===== config.mk =====
export PLATFORM = sky130hd
export DESIGN_NAME = serial_digit_adder
export DESIGN_NICKNAME = d
export VERILOG_FILES = /design/src/rtl/serial_digit_adder_pkg.sv /design/src/rtl/serial_digit_adder_digit.sv /design/src/rtl/serial_digit_adder.sv
export SDC_FILE = /design/constraint.sdc
export NUM_CORES = 1
export LEC_CHECK = 0
export BUFFER_PORTS_ARGS = -buffer_cell sky130_fd_sc_hd__buf_2
export CORE_MARGIN = 2
export CORE_UTILIZATION = 42
export CTS_BUF_LIST = sky130_fd_sc_hd__clkbuf_4
export DETAILED_ROUTE_END_ITERATION = 10
export HOLD_SLACK_MARGIN = 0.02
export SYNTH_ARGS = -nofsm -noshare
export SYNTH_HDL_FRONTEND = slang
export SYNTH_SLANG_ARGS = --single-unit

===== constraint.sdc =====
create_clock -name clock -period 2.7 [get_ports clock]
set_input_delay 0.405 -clock clock [delete_from_list [all_inputs] [get_ports clock]]
set_output_delay 0.405 -clock clock [all_outputs]
set_load 0.1 [all_outputs]

===== src/rtl/serial_digit_adder_pkg.sv =====
// -----------------------------------------------------------------------------
// serial_adder_pkg
//
// Shared definitions for the serial digit adder:
//   state_t    - controller states (IDLE, RUN, DONE)
//   idx_width  - width of a counter that must count 0 .. n-1 (at least 1 bit)
//   cfg_ok     - elaboration-time legality of a WIDTH/DIGIT pair
// -----------------------------------------------------------------------------
package serial_adder_pkg;

  typedef enum logic [1:0] {
    IDLE = 2'd0,
    RUN  = 2'd1,
    DONE = 2'd2
  } state_t;

  // A single-step operation still needs a 1-bit index so the port of the
  // counter never collapses to zero width.
  function automatic int idx_width(input int n);
    return (n > 1) ? $clog2(n) : 1;
  endfunction

  // The operand must split into a whole number of non-empty digits.
  function automatic bit cfg_ok(input int width, input int digit);
    return (digit >= 1) && (width >= digit) && ((width % digit) == 0);
  endfunction

endpackage


===== src/rtl/serial_digit_adder_digit.sv =====
// -----------------------------------------------------------------------------
// full_adder / digit_adder
//
// digit_adder is the single arithmetic slice of the serial adder: a purely
// combinational DIGIT-bit ripple chain of full_adder cells.
//
// digit_adder ports:
//   a, b  [DIGIT]  digit operands
//   cin            carry into bit 0
//   sum   [DIGIT]  digit sum
//   cout           carry out of the top bit
//   cmsb           carry into the top bit (for two's-complement overflow)
// -----------------------------------------------------------------------------
module full_adder (
  input  logic a,
  input  logic b,
  input  logic ci,
  output logic s,
  output logic co
);
  assign s  = a ^ b ^ ci;
  assign co = (a & b) | (ci & (a ^ b));
endmodule

module digit_adder #(
  parameter int DIGIT = 4
) (
  input  logic [DIGIT-1:0] a,
  input  logic [DIGIT-1:0] b,
  input  logic             cin,
  output logic [DIGIT-1:0] sum,
  output logic             cout,
  output logic             cmsb
);

  // c[i] is the carry into bit i; c[DIGIT] leaves the slice.
  logic [DIGIT:0] c;

  assign c[0] = cin;

  for (genvar i = 0; i < DIGIT; i++) begin : g_bit
    full_adder u_fa (
      .a  (a[i]),
      .b  (b[i]),
      .ci (c[i]),
      .s  (sum[i]),
      .co (c[i+1])
    );
  end

  assign cout = c[DIGIT];
  assign cmsb = c[DIGIT-1];

endmodule


===== src/rtl/serial_digit_adder.sv =====
// -----------------------------------------------------------------------------
// serial_digit_adder
//
// Handshaked add/subtract unit that walks a WIDTH-bit operand pair through a
// single DIGIT-bit ripple slice, least-significant digit first, holding the
// carry in a flop between digits. N = WIDTH/DIGIT edges per operation.
//
// Ports:
//   clock             rising-edge clock
//   reset             synchronous, active-high
//   start             request; taken only on an edge where ready = 1
//   sub               0: p + q, 1: p - q (sampled with start)
//   p, q   [WIDTH]    operands (sampled with start)
//   ready             unit can accept start this cycle (IDLE or DONE)
//   done              one-cycle pulse: result/overflow were just updated
//   result [WIDTH+1]  {carry-out, sum}; for sub, bit WIDTH = 1 means no borrow
//   overflow          two's-complement overflow of the WIDTH-bit sum
// -----------------------------------------------------------------------------
module serial_digit_adder
  import serial_adder_pkg::*;
#(
  parameter int WIDTH = 16,
  parameter int DIGIT = 4
) (
  input  logic             clock,
  input  logic             reset,
  input  logic             start,
  input  logic             sub,
  input  logic [WIDTH-1:0] p,
  input  logic [WIDTH-1:0] q,
  output logic             ready,
  output logic             done,
  output logic [WIDTH:0]   result,
  output logic             overflow
);

  localparam int N  = WIDTH / DIGIT;
  localparam int IW = idx_width(N);

  localparam logic [IW-1:0] LAST_IDX = IW'(N - 1);

  if (!cfg_ok(WIDTH, DIGIT)) begin : g_cfg_error
    $error("serial_digit_adder: WIDTH must be a non-zero multiple of DIGIT");
  end

  // ---------------------------------------------------------------------------
  // State
  // ---------------------------------------------------------------------------
  state_t           state_q, state_d;

  logic [WIDTH-1:0] op_p;     // operand A, shifted right one digit per step
  logic [WIDTH-1:0] op_q;     // operand B (already inverted for sub), shifted
  logic [WIDTH-1:0] shadow;   // sum digits enter at the top, shift down
  logic             carry;
  logic [IW-1:0]    idx;

  // ---------------------------------------------------------------------------
  // Datapath slice
  // ---------------------------------------------------------------------------
  logic [DIGIT-1:0] dsum;
  logic             dcout;
  logic             dcmsb;

  digit_adder #(.DIGIT(DIGIT)) u_digit (
    .a    (op_p[DIGIT-1:0]),
    .b    (op_q[DIGIT-1:0]),
    .cin  (carry),
    .sum  (dsum),
    .cout (dcout),
    .cmsb (dcmsb)
  );

  // Shadow after this step: new digit on top, everything else one digit down.
  // Concatenate-then-select keeps this legal when DIGIT equals WIDTH.
  logic [WIDTH+DIGIT-1:0] shadow_cat;
  logic [WIDTH-1:0]       shadow_nx;

  assign shadow_cat = {dsum, shadow};
  assign shadow_nx  = shadow_cat[WIDTH+DIGIT-1:DIGIT];

  logic accept;
  logic last_digit;

  assign ready      = (state_q != RUN);
  assign done       = (state_q == DONE);
  assign accept     = start && ready;
  assign last_digit = (state_q == RUN) && (idx == LAST_IDX);

  // ---------------------------------------------------------------------------
  // Controller
  // ---------------------------------------------------------------------------
  // NOTE: sequential state uses non-blocking assignment so every flop samples
  // the pre-edge values of the others, independent of statement order.
  always_ff @(posedge clock) begin
    if (reset) state_q <= IDLE;
    else       state_q <= state_d;
  end

  // NOTE: state_d gets its hold value before the case so no path through this
  // block leaves it unassigned, which would infer a latch.
  always_comb begin
    state_d = state_q;
    unique case (state_q)
      IDLE: if (start)      state_d = RUN;
      RUN:  if (last_digit) state_d = DONE;
      DONE: state_d = start ? RUN : IDLE;
      default: state_d = IDLE;
    endcase
  end

  // ---------------------------------------------------------------------------
  // Operand, shadow, carry, index and output registers
  // ---------------------------------------------------------------------------
  // NOTE: the operand and shadow registers are reset along with everything
  // else; they are few flops, and it keeps a mid-run reset from leaving any
  // trace of the discarded operation in simulation or in X-propagation.
  always_ff @(posedge clock) begin
    if (reset) begin
      op_p     <= '0;
      op_q     <= '0;
      shadow   <= '0;
      carry    <= 1'b0;
      idx      <= '0;
      result   <= '0;
      overflow <= 1'b0;
    end else if (accept) begin
      // Subtraction is p + ~q + 1: invert q here and seed the carry with 1.
      op_p  <= p;
      op_q  <= sub ? ~q : q;
      carry <= sub;
      idx   <= '0;
    end else if (state_q == RUN) begin
      op_p   <= op_p >> DIGIT;
      op_q   <= op_q >> DIGIT;
      shadow <= shadow_nx;
      carry  <= dcout;
      idx    <= idx + IW'(1);
      if (last_digit) begin
        result   <= {dcout, shadow_nx};
        overflow <= dcmsb ^ dcout;
      end
    end
  end

endmodule


; After elaboration in Yosys (flattened, before gate mapping)
; Cells that the tools add are included.
; W data, S select, Z words.
[word_totals]
reg_bits = 71
word_cells = 57
input_bits = 36
[op_classes]
bitwise_logic = 23
muxes = 11
reduce_logical = 8
addsub = 1
eq_ne = 6
[ops]
columns = cell, count
row1 = $mux W16, 5
row2 = $not A16 Y16, 1
row3 = $xor A1 B1 Y1, 9
row4 = $and A1 B1 Y1, 8
row5 = $pmux W2 S3, 1
row6 = $eq A2 B2 Y1 const B, 2
row7 = $mux W2, 2
row8 = $ne A2 B2 Y1 const B, 2
row9 = $or A1 B1 Y1, 4
row10 = $reduce_and A2 Y1, 2
row11 = $mux W1, 3
row12 = $reduce_and A3 Y1, 1
row13 = $add A2 B1 Y2 const B, 1
row14 = $eq A2 B1 Y1 const B, 1
row15 = $logic_and A1 B1 Y1, 2
row16 = $logic_not A2 Y1, 1
row17 = $ne A2 B1 Y1 const B, 1
row18 = $reduce_bool A2 Y1, 1
row19 = $reduce_or A2 Y1, 1
row20 = $not A1 Y1, 1

; Longest topological paths before layout
; Gate-level depths: netlist of the first run.
[depth]
depth_word = 11
ltp_mapped = 10
ltp_nobuf = 10

; Modules after synthesis
; From an unflattened synthesis of the first run, not the netlist that was laid out.
[unflattened]
cells_unflattened = 324
hier_area_um2 = 2860.2
[modules_own_cells]
columns = module, area_per_inst_um2, cells_per_inst, instances, seq_area_each_um2
row1 = serial_digit_adder, 2780.2, 320, 1, 1341.3
row2 = full_adder, 20.0, 1, 4, 0.0

; Worst setup path before layout of the first run
; Ideal clock, no wire load.
[synth_timing]
path_kind = reg2out
start = reg state_q[1]
end = out done
arrival_ns = 1.686
path_stages_with_launch = 2
slack_ns = 0.609
required_time_ns = 2.295
cell_sequence = dfxtp_1 nor2b_1
[synth_via]
elab_chain_len = 1
[synth_rtl]
columns = element, line
row1 = "start, declared", serial_digit_adder.sv:49  ; state_t state_q, state_d;
row2 = "start signal, assigned", serial_digit_adder.sv:96  ; else state_q <= state_d;
row3 = $eq A2 B2 Y1, serial_digit_adder.sv:85  ; assign done = (state_q == DONE);
row4 = "end, declared", serial_digit_adder.sv:32  ; output logic done,
; Every way passes these cells.

; Final worst setup path of the first run
[layout_timing]
start = reg carry
end = reg overflow
[layout_via]
elab_chain_len = 9
[layout_rtl]
columns = element, line
row1 = "start, declared", serial_digit_adder.sv:54  ; logic carry;
row2 = "start signal, assigned", serial_digit_adder.sv:130  ; carry <= sub;
row3 = "start signal, assigned", serial_digit_adder.sv:136  ; carry <= dcout;
row4 = $and A1 B1 Y1 *, serial_digit_adder_digit.sv:22  ; assign co = (a & b) | (ci & (a ^ b));
row5 = $or A1 B1 Y1 *, serial_digit_adder_digit.sv:22
row6 = $and A1 B1 Y1 *, serial_digit_adder_digit.sv:22
row7 = $or A1 B1 Y1 *, serial_digit_adder_digit.sv:22
row8 = $and A1 B1 Y1 *, serial_digit_adder_digit.sv:22
row9 = $or A1 B1 Y1 *, serial_digit_adder_digit.sv:22
row10 = $and A1 B1 Y1, serial_digit_adder_digit.sv:22
row11 = $or A1 B1 Y1, serial_digit_adder_digit.sv:22
row12 = $xor A1 B1 Y1 *, serial_digit_adder.sv:140  ; overflow <= dcmsb ^ dcout;
row13 = "end signal, assigned", serial_digit_adder.sv:140
row14 = "end, declared", serial_digit_adder.sv:34  ; output logic overflow
; Every way passes the cells marked *; elsewhere a longest branch is shown, timed or not.
; A chain may end at the register's enable or synchronous reset.

==> results of run 1 <==
where the power goes:
group | switching [mW] | internal (mW)
sequential | 0.0305 | 1.04
clock | 0.344 | 0.379
combinational | 0.157 | 0.121
total | 0.532 | 1.54
registers in the layout, indices dropped and copies added (netlist names):
register / cells
op_q: 16
idx: 2
result: 17
op_p: 16
state_q: 2
overflow: 1
shadow: 12
carry: 1
worst max-delay path, stage by stage, from the launching register on:
cell,delay [ps]
dfxtp_1,320
inv_1,60
fa_1,410
inv_1,80
fa_1,180
fa_1,200
inv_1,60
fa_1,430
xnor2_1,180
nand2_1,70
a21oi_1,160
area by class of cell:
| type | instances | area, µm² |
|---|---|---|
| fill | 690 | 3430 |
| multi-input combinational | 224 | 1380 |
| sequential | 67 | 1340 |
| timing repair buffer | 60 | 313 |
| tap | 80 | 100 |
| clock inverter | 6 | 80.1 |
| clock buffer | 10 | 75.1 |
| inverter | 9 | 33.8 |
per-layer routing:
metal	wire length (µm)	vias to the layer above	global-route usage
met2	2450	52	0.225
met3	280	10	0.0512
met4	97	0	0.0643
met5	0	-	0
met1	2790	1001	0.222
li1	-	1177	-
cells by family after synthesis:
logic type	Yosys count	share of synthesized area
simple gates	111	0.152
compound gates	75	0.183
flops	67	0.460
buf+inv	37	0.0678
xor+xnor	17	0.0510
mux	16	0.0549
fa+ha+maj	5	0.0317
cell usage after synthesis, drive strengths merged, types with 2 or more instances:
library cell / count / area share
a211o: 12 / 0.036
a211oi: 22 / 0.074
a21oi: 39 / 0.067
buf: 20 / 0.046
clkbuf: 8 / 0.010
dfxtp: 67 / 0.46
fa: 4 / 0.027
inv: 9 / 0.012
mux2i: 16 / 0.055
nand2: 64 / 0.082
nand2b: 2 / 0.0043
nand3b: 3 / 0.0077
nor2: 39 / 0.050
nor2b: 2 / 0.0043
xnor2: 17 / 0.051
final timing paths:
kind | start | endpoint | slack (ps) | cells past startpoint
worst max-delay path | carry | overflow | 500 | 10
worst min-delay path | p[15] | op_p[15] | 250 | 3
worst max register to register | carry | overflow | 500 | 10
worst min register to register | op_q[10] | op_q[6] | 460 | 2
metrics by stage:
stage                     hold WS (ps)  total power [mW]   util  instance area, µm²
after floorplan                    432              1.32      -                2920
after global placement             441              1.37  0.469                3170
after detailed placement           445              1.38  0.469                3170
after CTS                          224              2.10  0.492                3320
after global routing               230              2.19  0.492                3320
final                              248              2.07  0.492                3320
==> run metrics, run 1 <==
clk root buf clkbuf_4; GPL Wtd Cong 0.734; pin count of the biggest net entering global routing 60; Vias/cell 4.91; core footprint 6760 µm²; fin nets 412; Syn Area/Cell 8.90 µm²; Max Clk Rate 0.455 GHz; min-delay worst type primary input to register; post-CTS sizing 0; asr flop ratio synth 0; number of post-CTS setup repair buffers 0; Fin. Hold Viols 0; Rel. slew slack 0.517; YS warnings 0; chip height 87.4 µm; Setup crit start kind register; H-tree depth 3; Slew Limit Fails 0; Clock Path Buffers 2; CP arrival 2530 ps; Period minus WS final 2200 ps; num ports 56; setup tns final 0 ps; IO buf count 55; Unique masters post-synth 23; RSZ-0062 raised after global routing no; flop and latch count out of synthesis 67; commonest non-fill, non-tap cell in the layout dfxtp_1; PD cells 624 nW/µm²; outcome finished clean; Skew-Pair Late Insertion Delay 400 ps; Synth Flop Type dfxtp_1; Routed Antenna Nets 0; Die ar. 7630 µm²; Antenna Cells 0; vias in the first global route 1978; WL/cell 12.3 µm; TritonCTS clock tree built; DRC errors left 0; CTS Hold Bufs 0; row count 30; crit end category register; first-pass GRT wire length 9360 µm; antenna violations before repair 0; routed vias 2240; Final Setup Violations 0; width of the chip 87.4 µm; most frequent cells in the layout dfxtp_1, nand2_1, buf_2, a21oi_1, nor2_1; Data required, critical path 3030 ps; Max FO, Critical Path 3; Synthesized Nets 369; Least-Margin Pin Slew 725 ps; final std cells w/o fill 456; total track usage 0.159; register clock-pin slew on the reported worst setup and hold paths 100 ps; EDFF count, synth 0; DRT iter0 DRCs 113; dpl ws 519 ps; Layout area overhead 13.9%; total wire length 5620 µm; CP Class register to register; Post-DP HPWL 3710 µm; LEAKAGE 1.38 nW; clock skew 9.22 ps; maximum VDD drop 0.000228 V; clock sinks 67; grt total ovfl 0; drt pass-1 iters 4; final cycle utilization of the critical path 0.814; Seq/Total Area, Yosys 0.460; final setup margin 503 ps; share of post-route cells with drive strength above 1 0.229; Max-cap violations 0; Num CTS Buffers 9; cell area after synthesis 2920 µm²; Inst Count DP 440; Syn Inst Count 328; initial core utilization 0.432
Power figures use the tool's default switching activity.
==> run 2, diff against run 1 <==
==> constraint.sdc (replaced) <==
create_clock -name clock -period 2.2 [get_ports clock]
set_input_delay 0.33 -clock clock [delete_from_list [all_inputs] [get_ports clock]]
set_output_delay 0.33 -clock clock [all_outputs]
set_load 0.1 [all_outputs]
==> run 2 against run 1 <==
- final cell count is 0.88% higher
- first-iteration DRC count is 7.1% lower
- worst hold slack worse by 81 ps
- critical endpoint is now shadow[15]
==> run metrics, run 2 (synthesis results as in run 1) <==
outcome finished clean; total wire length 5710 µm (+1.6%); vias in the first global route 2106 (+6.5%); Inst Count DP 443 (+0.68%); crit end category register; Max-cap violations 0 (unchanged); share of post-route cells with drive strength above 1 0.261 (+0.0318); core footprint 6760 µm² (unchanged); Max FO, Critical Path 2 (-1); DRC errors left 0 (unchanged); clock skew 14.5 ps (+5.26 ps); Final Setup Violations 0 (unchanged); final std cells w/o fill 460 (+0.88%); first-pass GRT wire length 9580 µm (+2.4%); min-delay worst type primary input to register; LEAKAGE 1.43 nW (+3.9%); IO buf count 55 (unchanged); Fillers 651 (-5.7%); WL/cell 12.4 µm (+0.74%); pin count of the biggest net entering global routing 44 (-27%); Setup crit end shadow[15]; Routed Antenna Nets 0 (unchanged); RSZ-0062 raised after global routing no; TritonCTS clock tree built; R2R cell count 8 (-2); H-tree depth 3 (unchanged); final setup margin 69.8 ps (-433 ps); Comb pwr share 0.134 (about the same); Clock Path Buffers 2 (unchanged); row count 30 (unchanged); Die ar. 7630 µm² (unchanged); maximum VDD drop 0.000304 V (+33%); area of the multi-input gates 1400 µm² (+1.4%); CTS Hold Bufs 0 (unchanged); grt total ovfl 0 (unchanged); internal power 2.02 mW (+31%); drt pass-1 iters 4 (unchanged); FF-to-FF setup slack 70 ps (-430 ps); Vias/cell 4.89 (-0.38%); chip height 87.4 µm (unchanged); Antenna Cells 0 (unchanged); Top Registers result (17), op_p (16), op_q (16); register clock-pin slew on the reported worst setup and hold paths 110 ps (about the same); most frequent cells in the layout dfxtp_1, nand2_1, buf_2, a21oi_1, nor2_1; dpl ws -14.9 ps (-534 ps); routed vias 2251 (+0.49%); fin util 0.508 (+0.0161); worst r2r src carry; register area 1340 µm² (+0.19%); commonest non-fill, non-tap cell in the layout dfxtp_1; clock sinks 67 (unchanged); clk root buf clkbuf_4; net switching fraction of the power 0.253 (-0.00354); Setup crit start kind register; Reg with most FFs result; Slew Limit Fails 0 (unchanged); CP arrival 2450 ps (-80 ps); crit path launch carry; max FFs per register 17 (unchanged); width of the chip 87.4 µm (unchanged); GPL Wtd Cong 0.722 (-1.6%); Reg power frac 0.488 (-0.029); CP Class register to register; total track usage 0.160 (+0.00102); reg2reg end shadow[15]; initial core utilization 0.432 (unchanged); Max Clk Rate 0.469 GHz (+3.1%); fin nets 416 (+0.97%); NetSw 0.683 mW (+28%); Clk pwr share 0.378 (+0.029); final cycle utilization of the critical path 0.968 (+0.154); Period minus WS final 2130 ps (-67.1 ps); num ports 56 (unchanged); Post-DP HPWL 3800 µm (+2.3%); PD cells 786 nW/µm² (+26%); Data required, critical path 2520 ps (-510 ps); DRT iter0 DRCs 105 (-7.1%); Layout area overhead 17.7%; Skew-Pair Late Insertion Delay 400 ps (about the same); Least-Margin Pin Slew 612 ps (-112 ps); Num CTS Buffers 9 (unchanged); antenna violations before repair 0 (unchanged); Fin. Hold Viols 0 (unchanged); Rel. slew slack 0.591 (+0.0736)
==> run 2: changes by cell type in the layout (fill, tap and decap cells not counted), moves of 2 or more <==
cell | before | now
buf_4 | 5 | 8
dfxtp_2 | 0 | 2
buf_12 | 0 | 2
clkinv_4 | 0 | 2
fa_2 | 0 | 3
dfxtp_1 | 67 | 65
fa_1 | 4 | 1
==> run 2: routing by layer <==
| metal | vias to the layer above | wire, µm | track usage |
|---|---|---|---|
| li1 | 1188 | - | - |
| met1 | 1003 | 2790 | 0.204 |
| met5 | - | 0 | 0 |
| met4 | 0 | 104 | 0.0657 |
| met2 | 52 | 2570 | 0.254 |
| met3 | 8 | 238 | 0.0445 |
==> run 2: cell type report <==
class                           instances  area share
Clock buffer                            9      0.0197
Sequential cell                        67       0.391
Multi-Input combinational cell        224       0.408
Tap cell                               80      0.0292
Timing Repair Buffer                   64       0.108
Inverter                                9     0.00984
Clock inverter                          7      0.0339
==> run 2: worst min path at each step <==
stage / start / end / slack (ps) / cells after the start
6_report: p[15] / op_p[15] / 170 / 3
4_1_cts: p[12] / op_p[12] / 140 / 3
3_3_place_gp: result[7] / result[7] / 440 / 2
5_1_grt: p[12] / op_p[12] / 140 / 3
2_1_floorplan: shadow[4] / result[0] / 430 / 2
3_5_place_dp: op_q[4] / op_q[0] / 440 / 2
==> run 2: repair_timing <==
item,in CTS,in global routing
gates resized for setup,1,7
pin swaps,0,2
cloned,0,0
hold endpoints to repair,0,0
setup buffers,0,1
endpoints found under the setup margin,2,5
==> run 2: per-stage QoR <==
step / hold slack (ps) / TNS, ps / cell area (µm²) / power (mW)
after floorplan: 432 / 0 / 2920 / 1.61
after global placement: 441 / 0 / 3220 / 1.69
after detailed placement: 443 / -20.7 / 3220 / 1.70
after CTS: 139 / 0 / 3410 / 2.73
after global routing: 140 / 0 / 3430 / 2.83
final: 167 / 0 / 3430 / 2.70
==> run 2: worst max-delay path, stage by stage, from the launching register on <==
cell and delay (ps):
dfxtp_2 330, inv_2 60, fa_1 160, inv_1 50
fa_2 340, fa_2 360, inv_1 80, fa_2 450
a211oi_1 210
==> run 2: power groups by stage <==
| stage | registers, mW | clock network [mW] | logic, mW |
|---|---|---|---|
| after floorplan | 1.34 | 0 | 0.278 |
| after global placement | 1.34 | 0 | 0.350 |
| after detailed placement | 1.35 | 0 | 0.355 |
| after CTS | 1.32 | 1.05 | 0.357 |
| after global routing | 1.33 | 1.10 | 0.401 |
| final | 1.32 | 1.02 | 0.361 |
==> run 3, diff against run 2 <==
--- a/config.mk
+++ b/config.mk
@@ -8,7 +8,7 @@
 export BUFFER_PORTS_ARGS = -buffer_cell sky130_fd_sc_hd__buf_2
 export CORE_MARGIN = 2
 export CORE_UTILIZATION = 42
-export CTS_BUF_LIST = sky130_fd_sc_hd__clkbuf_4
+export CTS_BUF_LIST = sky130_fd_sc_hd__clkbuf_16
 export DETAILED_ROUTE_END_ITERATION = 10
 export HOLD_SLACK_MARGIN = 0.02
 export SYNTH_ARGS = -nofsm -noshare
==> constraint.sdc (replaced) <==
create_clock -name clock -period 2.2 [get_ports clock]
set_input_delay 0.55 -clock clock [delete_from_list [all_inputs] [get_ports clock]]
set_output_delay 0.55 -clock clock [all_outputs]
set_load 0.1 [all_outputs]
==> run 3 against run 2 <==
- flip-flop and latch count did not move
- routed wire length rose by 0.56%
- sequential power barely moved
- non-clock buffer count fell by 3
- critical path depth did not move
- first-iteration DRC count rose by 22%
- setup slack improved by 38 ps
==> run metrics, run 3 (synthesis results as in run 1) <==
num ports 56 (unchanged); chip height 87.4 µm (unchanged); Layout area overhead 19.1%; Num CTS Buffers 9 (unchanged); Fin. Hold Viols 0 (unchanged); total wire length 5740 µm (+0.56%); WL/cell 12.6 µm (+1.2%); reg2reg end result[15]; pin count of the biggest net entering global routing 60 (+36%); grt total ovfl 0 (unchanged); TritonCTS clock tree built; Clock Path Buffers 2 (unchanged); fin util 0.514 (+0.00611); vias in the first global route 2044 (-2.9%); routed vias 2275 (+1.1%); most frequent cells in the layout dfxtp_1, nand2_1, buf_2, a21oi_1, nor2_1; FF-to-FF setup slack 110 ps (+40 ps); maximum VDD drop 0.000458 V (+51%); Fillers 681 (+4.6%); Max FO, Critical Path 2 (unchanged); LEAKAGE 1.43 nW (about the same); Hold WS 449 ps (+282 ps); DRC errors left 0 (unchanged); final std cells w/o fill 457 (-0.65%); crit end category register; crit path launch op_p[0]; Final Setup Violations 0 (unchanged); Least-Margin Pin Slew 672 ps (+59.3 ps); Post-DP HPWL 3640 µm (-4.1%); Antenna Cells 0 (unchanged); H-tree depth 3 (unchanged); min-delay worst type register to register; Slew Limit Fails 0 (unchanged); register area 1340 µm² (-0.19%); initial core utilization 0.432 (unchanged); GPL Wtd Cong 0.752 (+4.1%); drt pass-1 iters 4 (unchanged); PD cells 847 nW/µm² (+7.8%); commonest non-fill, non-tap cell in the layout dfxtp_1; Routed Antenna Nets 0 (unchanged); Skew-Pair Late Insertion Delay 320 ps (-80 ps); Max Clk Rate 0.478 GHz (+1.8%); share of post-route cells with drive strength above 1 0.249 (-0.0112); Setup crit end result[15]; area of the multi-input gates 1400 µm² (-0.36%); total track usage 0.163 (+0.00286); IO buf count 55 (unchanged); Rel. slew slack 0.552 (-0.0383); antenna violations before repair 0 (unchanged); clock skew 4.12 ps (-10.4 ps); clk root buf clkbuf_16; CP arrival 2340 ps (-110 ps); width of the chip 87.4 µm (unchanged); CP Class register to register; Reg with most FFs result; core footprint 6760 µm² (unchanged); final cycle utilization of the critical path 0.951 (-0.0172); first-pass GRT wire length 9580 µm (unchanged); R2R cell count 8 (unchanged); Data required, critical path 2450 ps (-70 ps); max FFs per register 17 (unchanged); DRT iter0 DRCs 128 (+22%); Setup crit start kind register; Top Registers result (17), op_p (16), op_q (16); worst r2r src op_p[0]; Die ar. 7630 µm² (unchanged); row count 30 (unchanged); register clock-pin slew on the reported worst setup and hold paths 60 ps (-50 ps); CTS Hold Bufs 0 (unchanged); fin nets 413 (-0.72%); Period minus WS final 2090 ps (-37.8 ps); Inst Count DP 441 (-0.45%); clock sinks 67 (unchanged); RSZ-0062 raised after global routing no; Max-cap violations 0 (unchanged); outcome finished clean; setup tns final 0 ps (unchanged); Vias/cell 4.98 (+1.7%)
-- run 3: worst min-delay path by stage --
stage	startpoint	to	slack, ps	cells after the start
3_5_place_dp	result[8]	result[8]	440	2
3_3_place_gp	result[13]	result[13]	440	2
6_report	result[8]	result[8]	450	2
2_1_floorplan	shadow[4]	result[0]	430	2
5_1_grt	result[3]	result[3]	470	2
4_1_cts	result[8]	result[8]	450	2
-- run 3: per-stage QoR --
stage	worst slack [ps]	cell area, µm²	power [mW]
2_1_floorplan	115	2920	1.61
3_3_place_gp	47.4	3190	1.69
3_5_place_dp	24.5	3190	1.69
4_1_cts	45.6	3470	2.98
5_1_grt	12.6	3470	3.08
6_report	108	3470	2.94
-- run 3: layer usage --
metal | global-route usage | vias to the layer above | wire length [µm]
met1 | 0.204 | 1040 | 2840
met3 | 0.0597 | 6 | 242
met2 | 0.258 | 50 | 2580
met5 | 0 | - | 0
li1 | - | 1179 | -
met4 | 0.0545 | 0 | 74
-- run 3: critical path: stages, from the launching register on --
cell      delay, ps
dfxtp_1         310
inv_1            70
fa_1            160
inv_1            50
fa_2            330
fa_2            350
inv_1            80
fa_2            450
a211oi_2        220
-- run 3: final cells by class --
cell class	instances	share of cell area
sequential	67	0.386
inverter	9	0.00972
tap	80	0.0288
timing repair buffer	61	0.0958
clock buffer	9	0.0648
clock inverter	7	0.0130
multi-input combinational	224	0.402
-- run 3: power breakdown --
part           switching (mW)  internal (mW)  total, mW
logic                   0.194          0.153      0.347
clock network           0.521          0.756       1.28
registers              0.0384           1.28       1.32
total                   0.754           2.19       2.94
-- run 3: timing repair --
| item | in CTS | in global routing |
|---|---|---|
| cloned | 0 | 0 |
| pin swaps | 0 | 2 |
| endpoints found under the hold margin | 0 | 0 |
| gates resized for setup | 2 | 3 |
| setup buffers | 0 | 0 |
| endpoints found under the setup margin | 1 | 3 |
